===== src/rtl/mem_port_arbiter.sv =====
// Arbitrates one single-port synchronous memory between the fetch and data requesters.
// Data side wins ties until the starvation counter forces a fetch grant.
module mem_port_arbiter #(
  parameter int ADDR_W     = 32,
  parameter int DATA_W     = 32,
  parameter int MEM_LAT    = 1,
  parameter int STARVE_MAX = 4
) (
  input  logic              clk,
  input  logic              reset,
  input  logic              if_req,
  input  logic [ADDR_W-1:0] if_addr,
  output logic              if_ready,
  output logic              if_rvalid,
  output logic [DATA_W-1:0] if_rdata,
  input  logic              dm_req,
  input  logic              dm_we,
  input  logic [ADDR_W-1:0] dm_addr,
  input  logic [DATA_W-1:0] dm_wdata,
  output logic              dm_ready,
  output logic              dm_rvalid,
  output logic [DATA_W-1:0] dm_rdata,
  output logic              mem_en,
  output logic              mem_we,
  output logic [ADDR_W-1:0] mem_addr,
  output logic [DATA_W-1:0] mem_wdata,
  input  logic [DATA_W-1:0] mem_rdata,
  output logic              busy
);

  // state | meaning
  // IDLE  | ready offered to at most one requester, waiting for a handshake
  // ISSUE | single mem_en cycle for the latched command
  // WAIT  | latency down-counter running; terminal count returns data and ack
  typedef enum logic [1:0] {IDLE, ISSUE, WAIT} state_t;

  localparam int CNT_W = 3;
  localparam int ST_W  = $clog2(STARVE_MAX + 1);
  localparam logic [CNT_W-1:0] LAT_LOAD   = CNT_W'(MEM_LAT - 1);
  localparam logic [ST_W-1:0]  STARVE_LIM = ST_W'(STARVE_MAX);

  state_t            state;
  logic [CNT_W-1:0]  lat_cnt;
  logic [ST_W-1:0]   starve;
  logic              owner_dm;
  logic              owner_we;
  logic [DATA_W-1:0] if_rdata_q;
  logic [DATA_W-1:0] dm_rdata_q;
  logic              force_if;
  logic              grant_if;
  logic              grant_dm;
  logic              done;

  always_comb begin
    force_if = (starve == STARVE_LIM);
    grant_if = !reset && (state == IDLE) && if_req && (!dm_req || force_if);
    grant_dm = !reset && (state == IDLE) && dm_req && !(if_req && force_if);
    done     = !reset && (state == WAIT) && (lat_cnt == '0);
  end

  assign if_ready  = grant_if;
  assign dm_ready  = grant_dm;
  assign if_rvalid = done && !owner_dm;
  assign dm_rvalid = done && owner_dm;

  // Read data is only valid in the terminal-count cycle, so it is passed through
  // combinationally then and held from the capture register afterwards.
  assign if_rdata = if_rvalid ? mem_rdata : if_rdata_q;
  assign dm_rdata = (dm_rvalid && !owner_we) ? mem_rdata : dm_rdata_q;

  always_ff @(posedge clk) begin
    if (reset) begin
      state      <= IDLE;
      lat_cnt    <= '0;
      starve     <= '0;
      owner_dm   <= 1'b0;
      owner_we   <= 1'b0;
      mem_en     <= 1'b0;
      mem_we     <= 1'b0;
      mem_addr   <= '0;
      mem_wdata  <= '0;
      busy       <= 1'b0;
      if_rdata_q <= '0;
      dm_rdata_q <= '0;
    end else begin
      case (state)
        IDLE: begin
          if (grant_if || grant_dm) begin
            state    <= ISSUE;
            busy     <= 1'b1;
            mem_en   <= 1'b1;
            owner_dm <= grant_dm;
            owner_we <= grant_dm && dm_we;
            mem_we   <= grant_dm && dm_we;
            mem_addr <= grant_dm ? dm_addr : if_addr;
            if (grant_dm) mem_wdata <= dm_wdata;
            if (grant_if || !if_req) starve <= '0;
            else if (starve != STARVE_LIM) starve <= starve + 1'b1;
          end
        end
        ISSUE: begin
          mem_en  <= 1'b0;
          lat_cnt <= LAT_LOAD;
          state   <= WAIT;
        end
        WAIT: begin
          if (lat_cnt == '0) begin
            state  <= IDLE;
            busy   <= 1'b0;
            mem_we <= 1'b0;
            if (!owner_dm) if_rdata_q <= mem_rdata;
            else if (!owner_we) dm_rdata_q <= mem_rdata;
          end else begin
            lat_cnt <= lat_cnt - 1'b1;
          end
        end
        default: state <= IDLE;
      endcase
    end
  end

endmodule


===== config.mk =====
export PLATFORM = sky130hd
export DESIGN_NAME = mem_port_arbiter
export DESIGN_NICKNAME = d
export VERILOG_FILES = /design/src/rtl/mem_port_arbiter.sv
export SDC_FILE = /design/constraint.sdc
export NUM_CORES = 1
export LEC_CHECK = 0
export ABC_AREA = 0
export CORE_ASPECT_RATIO = 1.4
export CORE_MARGIN = 2
export CORE_UTILIZATION = 38
export CTS_CLUSTER_SIZE = 16
export DETAILED_ROUTE_END_ITERATION = 10
export GPL_ROUTABILITY_DRIVEN = 1
export HOLD_SLACK_MARGIN = 0.08
export MAX_ROUTING_LAYER = met4
export PLACE_DENSITY = 0.77
export SYNTH_ARGS = -nofsm -noshare
export SYNTH_HDL_FRONTEND = slang
export SYNTH_SLANG_ARGS = --single-unit

===== constraint.sdc =====
create_clock -name clk -period 2.1 [get_ports clk]
set_input_delay 0.42 -clock clk [delete_from_list [all_inputs] [get_ports clk]]
set_output_delay 0.42 -clock clk [all_outputs]
set_load 0.02 [all_outputs]

==> flow_metrics.tcl, run 1 <==
set metrics [dict create \
    wl_per_cell_um 17.7 \
    regToRegStartpoint "lat_cnt[1]" \
    min_period_ns 2.67 \
    grt_use_total_pct 23.8 \
    maxCapViolCount 0 \
    fillers 1091 \
    finalPower_mw 7.23 \
    cpMostUsedCell "buf_6" \
    finClkSkew_ns 0.00636 \
    ios 268 \
    hold_path_class "reg -> reg" \
    min_period_over_period_pct 127 \
    critical_path_required_ns 1.68 \
    drive_above_1_share_pct 31.2 \
    seq_area_frac_synth_pct 48.3 \
    htreeDepth 4 \
    grt_max_degree 43 \
    timing_hold_violations_final 0 \
    nets 1114 \
    ys.warnings.count 0 \
    grt_pass1_wl_um 29700 \
    drtIter0Drc 255 \
    dpl_worst_slack_ns -0.428 \
    cts_buffer_depth 2 \
    power.density_mw_per_mm2 673 \
    drt_wl_total_um 21000 \
    antenna_found_initial 0 \
    numCtsBuffers 17 \
    violations "setup timing" \
    clk_pin_slew_ns 0.06 \
    power_leakage_nw 4.38 \
    fin_ws_ns -0.566 \
    die_w_um 109 \
    gp_congestion 0.816 \
    p_seq_share_pct 39.7 \
    syn_to_final_growth_pct 84.0 \
    grt_overflow 0 \
    startpoint_type "register" \
    cts_hold_buf 0 \
    worst_setup_path_end_kind "output port" \
    crit_arrival_ns 2.25 \
    core_mm2 0.0151 \
    ys_types 36 \
    hpwl_um 13200 \
    multi_input_area_mm2 0.00303 \
    setup_viol 65 \
    postSynthAreaPerCell_um2 9.45 \
    first_pass_iters 4 \
    drc_errors 0 \
    relSlewSlack_pct 58.3 \
    switchingPower_mw 1.97 \
    comb_power_share_pct 20.1 \
    worst_pin_slew_ns 0.625 \
    clkPwrFrac_pct 40.2 \
    grt_pass1_vias 6038 \
    die_area_mm2 0.0164 \
    rsz0062_at_grt "true" \
    initial_utilization_pct 38.8 \
    die_h_um 151 \
    portBuffers 267 \
    antenna_cells 0 \
    root_buffer "clkbuf_16" \
    crit_slowest_cell "dfxtp_2" \
    critPathMaxFanout 6 \
    syn_inst 618 \
    sw_frac_of_total_pct 27.2 \
    run_status "finished with violations" \
    cp_slowest_stage_delay_ns 0.32 \
    crit_chain "inv_2 -> ha_4 -> nand4bb_4 -> nor3_4 -> buf_6 -> buf_12 -> buf_16 -> buf_6 -> mux2_4 -> buf_6" \
    viasPerCell 5.23 \
    antenna_left 0 \
    max_freq_ghz 0.375 \
    seq_area_mm2 0.00283 \
    syn_nets 755 \
    clkSinkCount 141 \
    startpoint "lat_cnt[1]" \
    clock_latency_ns 0.41 \
    synthesis.area_mm2 0.00584 \
    hold_start "mem_wdata[17]" \
    cts_tree "yes" \
    num_rows 53 \
    internal_power_mw 5.26 \
    irDropWorstVdd_mv 0.565 \
    vias 6179 \
    critPathKind "reg -> out" \
    maxSlewViolCount 0 \
    synth-seq-cells 141 \
]
power groups by stage:
| stage | clock (mW) | combinational [mW] | sequential (mW) |
|---|---|---|---|
| 3_5_place_dp | 0 | 1.33 | 2.93 |
| 3_3_place_gp | 0 | 1.32 | 2.93 |
| 5_1_grt | 3.07 | 1.54 | 2.89 |
| 2_1_floorplan | 0 | 0.452 | 3.04 |
| 6_report | 2.91 | 1.45 | 2.87 |
| 4_1_cts | 2.96 | 1.39 | 2.87 |
sequential cells by signal (all words and copies together), names as in the netlist:
signal and flops:
starve 3, owner_we 1, if_rdata_q 32, owner_dm 1
busy 1, dm_rdata_q 32, lat_cnt 3, mem_wdata 32
mem_addr 32, state 2, mem_en 1, mem_we 1
cells in the mapped netlist (all sizes together):
cell     number  area, um^2
nor4b         1        8.76
nor2         70         263
o41ai         1        8.76
or3           1        6.26
a32oi         1        8.76
a22o         64         561
nand4         1        6.26
clkbuf       21        78.8
a31oi         1        6.26
nand2b        2        12.5
mux2         64         721
ha            4        50.1
o21ai         4        20.0
a211oi        2        15.0
buf          34         186
a21oi        40         200
inv           9        33.8
nand2        73         274
nand3b        2        15.0
nor2b         3        18.8
nand4bb       1        27.5
and2          2        12.5
dfxtp       141        2820
o31ai         1        7.51
nor4         65         422
a22oi         1        7.51
nor3          5        30.0
nand3         4        20.0
per-stage QoR:
step | setup TNS [ns] | hold WS [ns] | area (um^2) | util, % | cells
after floorplan | -0.587 | 0.435 | 5900 | - | 618
after global placement | -24.10 | 0.441 | 9340 | 62.1 | 1104
after detailed placement | -27.13 | 0.446 | 9340 | 62.1 | 1104
after CTS | -29.94 | 0.455 | 10200 | 67.7 | 1164
after global routing | -36.91 | 0.472 | 10800 | 71.4 | 1182
final | -29.85 | 0.454 | 10800 | 71.4 | 1182
placed cells by master, fill, tap and decap left out, drive strengths merged, types with 2 or more instances in the layout:
| master | count |
|---|---|
| nand3b | 2 |
| a211oi | 2 |
| clkinv | 6 |
| nor2b | 3 |
| a31oi | 2 |
| nand2b | 2 |
| buf | 192 |
| mux2 | 64 |
| nor2 | 70 |
| a21oi | 40 |
| a22o | 64 |
| ha | 4 |
| dfxtp | 141 |
| and2 | 2 |
| nor3 | 5 |
| clkdlybuf4s50 | 198 |
| o21ai | 4 |
| clkbuf | 21 |
| nor4 | 65 |
| nand2 | 73 |
| nand3 | 4 |
| inv | 15 |
kinds of logic after synthesis:
logic type	after synthesis	share of synthesized area [%]
multiplexers	64	12.3
flip-flops	141	48.3
adder cells (fa/ha/maj)	4	0.857
AND/OR/NAND/NOR	230	19.1
AO/OA/AOI/OAI	115	14.3
buffers and inverters	64	5.12
what timing repair did:
| item | in CTS | in global routing |
|---|---|---|
| pin swaps | 1 | 3 |
| endpoints found under the setup margin | 67 | 100 |
| buffers inserted | 24 | 21 |
| cloned | 4 | 4 |
| resized for setup | 336 | 139 |
critical path, delay by kind of cell, from the launching register on:
kind          cells  cell delay [ns]
buf+inv           6             0.70
simple gates      2             0.36
flops             1             0.32
mux               1             0.30
fa+ha+maj         1             0.15
layer usage:
metal,vias to the layer above,part of all wire (%),GRT usage [%]
met2,232,53,42.8
met4,0,1.7,6.99
met1,2970,39,25.3
met3,23,5.9,6.23
met5,-,0,-
li1,2954,-,-
layout make-up:
class | count | area share (%)
clock buffer | 18 | 4.08
clock inverter | 14 | 1.22
tap | 192 | 2.23
inverter | 9 | 0.361
sequential | 141 | 26.3
timing repair buffer | 394 | 37.6
multi-input combinational | 414 | 28.2
final timing paths:
check              endpoint  slack, ns  cells past startpoint
min reg2reg   mem_wdata[17]       0.45                      2
min           mem_wdata[17]       0.45                      2
max            if_rdata[26]      -0.57                     10
max reg2reg  if_rdata_q[27]       0.11                     12
Power figures use the tool's default switching activity.
==> inputs of run 2 (changes only) <==
MAX_ROUTING_LAYER = not set   (was met4)
PLACE_DENSITY = 0.86   (was 0.77)
SLEW_MARGIN = 30   (was not set)
==> flow_metrics.tcl, run 2 (synthesis results as in run 1) <==
set metrics [dict create \
    run_status "finished with violations" \
    violations "setup timing" \
    power_leakage_nw 4.31 \
    drtIter0Drc 234 \
    clock_latency_ns 0.41 \
    min_period_ns 2.65 \
    power.density_mw_per_mm2 693 \
    fin_ws_ns -0.552 \
    critical_path_required_ns 1.68 \
    setup_viol 66 \
    worst_setup_path_end_kind "output port" \
    numCtsBuffers 17 \
    drt_wl_total_um 21200 \
    first_pass_iters 5 \
    core_mm2 0.0151 \
    worst_pin_slew_ns 0.454 \
    reg2reg_slack_ns 0.23 \
    htreeDepth 4 \
    rsz0062_at_grt "true" \
    maxCapViolCount 0 \
    startpoint_type "register" \
    die_h_um 151 \
    grt_max_degree 38 \
    stdcell_count 1169 \
    gp_congestion 0.784 \
    antenna_found_initial 0 \
    portBuffers 267 \
    reg2reg_depth 11 \
    clkSinkCount 141 \
    viasPerCell 5.30 \
    internal_power_mw 5.39 \
    die_w_um 109 \
    whs_path_depth 2 \
    syn_to_final_growth_pct 82.5 \
    hold_end "mem_wdata[27]" \
    grt_overflow 0 \
    min_period_over_period_pct 126 \
    max_freq_ghz 0.377 \
    place_inst 1105 \
    hold_start "mem_wdata[27]" \
    cts_tree "yes" \
    grt_use_total_pct 24.2 \
    grt_pass1_wl_um 31200 \
    regToRegStartpoint "lat_cnt[0]" \
    clkPwrFrac_pct 41.5 \
    hpwl_um 13300 \
    nets 1101 \
    critPathKind "reg -> out" \
    cts_buffer_depth 2 \
    critPathMaxFanout 7 \
    tns_ns -30.65 \
    root_buffer "clkbuf_16" \
    switchingPower_mw 2.00 \
    die_area_mm2 0.0164 \
    timing_hold_violations_final 0 \
    vias 6195 \
    num_rows 53 \
    layout_commonest_cell "clkdlybuf4s50_1" \
    regToRegEndpoint "if_rdata_q[5]" \
    drc_errors 0 \
    wl_per_cell_um 18.1 \
    grt_pass1_vias 6173 \
    sw_frac_of_total_pct 27.1 \
    final_area_mm2 0.0107 \
    hold_path_class "reg -> reg" \
    irDropWorstVdd_mv 0.533 \
    antenna_cells 0 \
    finClkSkew_ns 0.0135 \
    place_area_mm2 0.00932 \
    crit_arrival_ns 2.23 \
    ios 268 \
    mostFrequentLayoutCells "clkdlybuf4s50_1 (198), dfxtp_1 (137), buf_4 (80)" \
    initial_utilization_pct 38.8 \
    finalPower_mw 7.39 \
    clk_pin_slew_ns 0.06 \
    cts_hold_buf 0 \
    comb_power_share_pct 19.5 \
    p_seq_share_pct 39.0 \
    antenna_left 0 \
    drive_above_1_share_pct 30.5 \
    whs_ns 0.454 \
    maxSlewViolCount 0 \
    relSlewSlack_pct 69.7 \
]
[run 2: cell types whose count changed in the layout (fill, tap and decap cells not counted), moves of 3 or more]
cell / previous run / this run
buf_4: 95 / 80
buf_6: 73 / 79
clkinv_2: 3 / 0
clkinvlp_4: 1 / 4
inv_6: 7 / 3
mux2_2: 5 / 1
mux2_4: 59 / 63
[run 2: power by group through the flow]
stage	registers [mW]	clock network [mW]	logic, mW
final	2.88	3.07	1.44
after global placement	2.93	0	1.30
after floorplan	3.04	0	0.452
after detailed placement	2.94	0	1.31
after global routing	2.89	3.25	1.53
after CTS	2.88	3.12	1.35
[run 2: worst max-delay path by stage]
stage / start / endpoint / cells after the start
final: lat_cnt[0] / if_rdata[25] / 10
after global routing: lat_cnt[0] / if_rdata[27] / 10
after CTS: lat_cnt[1] / dm_rdata[24] / 10
after detailed placement: lat_cnt[0] / dm_rdata[6] / 8
after global placement: lat_cnt[0] / dm_rdata[30] / 8
after floorplan: lat_cnt[0] / dm_rdata[26] / 6
[run 2: area by class of cell]
type	count	area (um^2)
Fill cell	1065	4390
Clock inverter	13	156
Clock buffer	19	443
Sequential cell	141	2830
Inverter	9	33.8
Tap cell	192	240
Timing Repair Buffer	382	3930
Multi-Input combinational cell	413	3040
[run 2: repair_timing]
item,in CTS,in global routing
resized for setup,391,101
endpoints found under the setup margin,71,68
pin swaps,3,4
buffers inserted,22,7
cloned,4,2
endpoints found under the hold margin,0,0
[run 2: worst max-delay path, stage by stage, from the launching register on]
cell and delay [ns]:
dfxtp_2 0.32, inv_2 0.07, ha_4 0.15, nand4bb_4 0.13
buf_6 0.15, nor3_4 0.12, buf_6 0.20, buf_8 0.14
buf_4 0.11, mux2_4 0.30, buf_6 0.13
[run 2: metrics by stage]
step / worst slack [ns] / utilization, %
CTS: -0.664 / 68.4
floorplan: -0.0436 / -
global route: -0.647 / 70.9
global placement: -0.410 / 61.9
detailed placement: -0.462 / 61.9
finish: -0.552 / 70.9
[run 2: metal layers]
layer	global-route usage, %	vias up	share of wire [%]
li1	-	2921	-
met1	26.4	2979	38
met2	43.7	246	53
met3	6.67	49	6.0
met4	10.1	0	3.4
met5	0	-	0
==> inputs of run 3 (changes only) <==
CORE_ASPECT_RATIO = 0.8   (was 1.4)
clock period = 2.3 ns   (was 2.1 ns; I/O delays follow)
==> flow_metrics.tcl, run 3 (synthesis results as in run 1) <==
set metrics [dict create \
    numCtsBuffers 17 \
    cts_hold_buf 0 \
    mostFrequentLayoutCells "clkdlybuf4s50_1 (198), dfxtp_1 (139), nand2_1 (73), buf_6 (73), nor2_1 (68)" \
    hold_end "mem_wdata[13]" \
    hold_start "mem_wdata[13]" \
    finalPower_mw 6.76 \
    vias 5973 \
    maxSlewViolCount 0 \
    grt_pass1_vias 5920 \
    clk_pin_slew_ns 0.06 \
    cts_buffer_depth 2 \
    clock_latency_ns 0.42 \
    crit_chain "inv_2 -> ha_4 -> nand4bb_4 -> nor4_4 -> buf_6 -> buf_12 -> buf_16 -> mux2_4 -> buf_6" \
    grt_max_degree 56 \
    startpoint_type "register" \
    power_leakage_nw 4.12 \
    die_h_um 115 \
    num_rows 40 \
    core_mm2 0.0150 \
    timing_hold_violations_final 0 \
    drtIter0Drc 330 \
    nets 1068 \
    crit_arrival_ns 2.19 \
    critPathKind "reg -> out" \
    regToRegStartpoint "lat_cnt[0]" \
    htreeDepth 4 \
    layout_commonest_cell "clkdlybuf4s50_1" \
    regToRegEndpoint "if_rdata_q[25]" \
    portBuffers 267 \
    reg2reg_slack_ns 0.42 \
    reg2reg_depth 8 \
    worst_setup_path_end_kind "output port" \
    fin_ws_ns -0.351 \
    antenna_left 0 \
    critical_path_required_ns 1.84 \
    die_w_um 143 \
    ios 268 \
    grt_pass1_wl_um 31300 \
    irDropWorstVdd_mv 0.743 \
    power.density_mw_per_mm2 656 \
    initial_utilization_pct 38.9 \
    drc_errors 0 \
    cpMostUsedCell "buf_6" \
    min_period_ns 2.65 \
    drive_above_1_share_pct 27.5 \
    fillers 1118 \
    run_status "finished with violations" \
    cts_tree "yes" \
    violations "setup timing" \
    root_buffer "clkbuf_16" \
    first_pass_iters 5 \
    tns_ns -17.66 \
    critPathMaxFanout 6 \
    hold_path_class "reg -> reg" \
    relSlewSlack_pct 61.3 \
    grt_use_total_pct 24.3 \
    grt_overflow 0 \
    setup_viol 64 \
    crit_slowest_cell "dfxtp_2" \
    finClkSkew_ns 0.00851 \
    viasPerCell 5.27 \
    maxCapViolCount 0 \
    min_period_over_period_pct 115 \
    worst_pin_slew_ns 0.581 \
    antenna_cells 0 \
    syn_to_final_growth_pct 76.3 \
    antenna_found_initial 0 \
    max_freq_ghz 0.377 \
    rsz0062_at_grt "true" \
    clkSinkCount 141 \
    drt_wl_total_um 20600 \
    gp_congestion 0.847 \
    die_area_mm2 0.0164 \
    hpwl_um 12600 \
    whs_path_depth 2 \
    wl_per_cell_um 18.2 \
    cp_slowest_stage_delay_ns 0.32 \
]
==> run 3: changes by cell type in the layout (fill, tap and decap cells not counted), sizes merged, moves of 2 or more <==
cell / previous run / this run
clkinvlp: 4 / 2
buf: 180 / 147
clkbuf: 22 / 19
clkdlybuf4s15: 0 / 2
clkinv: 2 / 6
==> run 3: repair_timing <==
item | CTS | global route
buffers inserted | 22 | 3
resized for setup | 437 | 50
gates cloned | 8 | 2
pin swaps | 3 | 3
setup endpoints to repair | 68 | 68
==> run 3: cell type report <==
cell class | instances | area, um^2 | area share, %
sequential | 141 | 2830 | 27.4
tap | 189 | 236 | 2.30
clock buffer | 17 | 425 | 4.13
multi-input combinational | 413 | 3010 | 29.2
inverter | 9 | 33.8 | 0.328
timing repair buffer | 349 | 3590 | 34.8
clock inverter | 15 | 188 | 1.82
==> run 3: power breakdown <==
group | switching [mW] | internal, mW | leakage [nW]
Clock | 1.15 | 1.73 | 0.296
Sequential | 0.0676 | 2.56 | 1.15
Combinational | 0.593 | 0.660 | 2.68
==> run 3: worst max path at each step <==
stage / slack [ns] / end / startpoint
floorplan: 0.04 / dm_rdata[26] / lat_cnt[0]
global placement: -0.30 / dm_rdata[12] / lat_cnt[0]
detailed placement: -0.37 / dm_rdata[15] / lat_cnt[1]
CTS: -0.46 / dm_rdata[9] / lat_cnt[1]
global route: -0.43 / dm_rdata[30] / lat_cnt[0]
finish: -0.35 / dm_rdata[30] / lat_cnt[0]
==> run 3: critical path, delay by kind of cell (launching register included) <==
family | cells | cell delay (ns)
fa+ha+maj | 1 | 0.15
mux | 1 | 0.32
flops | 1 | 0.32
buf+inv | 5 | 0.61
simple gates | 2 | 0.35
==> run 3: metrics by stage <==
stage                     hold WS [ns]  utilization [%]  setup WS (ns)  cells  instance area [um^2]
after floorplan                  0.435                -         0.0364    618                  5840
after global placement           0.441             59.8         -0.298   1072                  8970
after detailed placement         0.447             59.8         -0.367   1072                  8970
after CTS                        0.455             67.9         -0.456   1132                 10200
after global routing             0.470             68.6         -0.430   1133                 10300
final                            0.455             68.6         -0.351   1133                 10300
==> run 3: per-layer routing <==
metal | part of all wire, % | global-route usage, % | wire length, um | up-vias
met5 | 0 | 0 | 0 | -
met4 | 1.4 | 6.47 | 293 | 0
met3 | 8.1 | 8.37 | 1670 | 24
met2 | 49 | 40.8 | 10000 | 242
met1 | 42 | 30.0 | 8660 | 2852
li1 | - | - | - | 2855
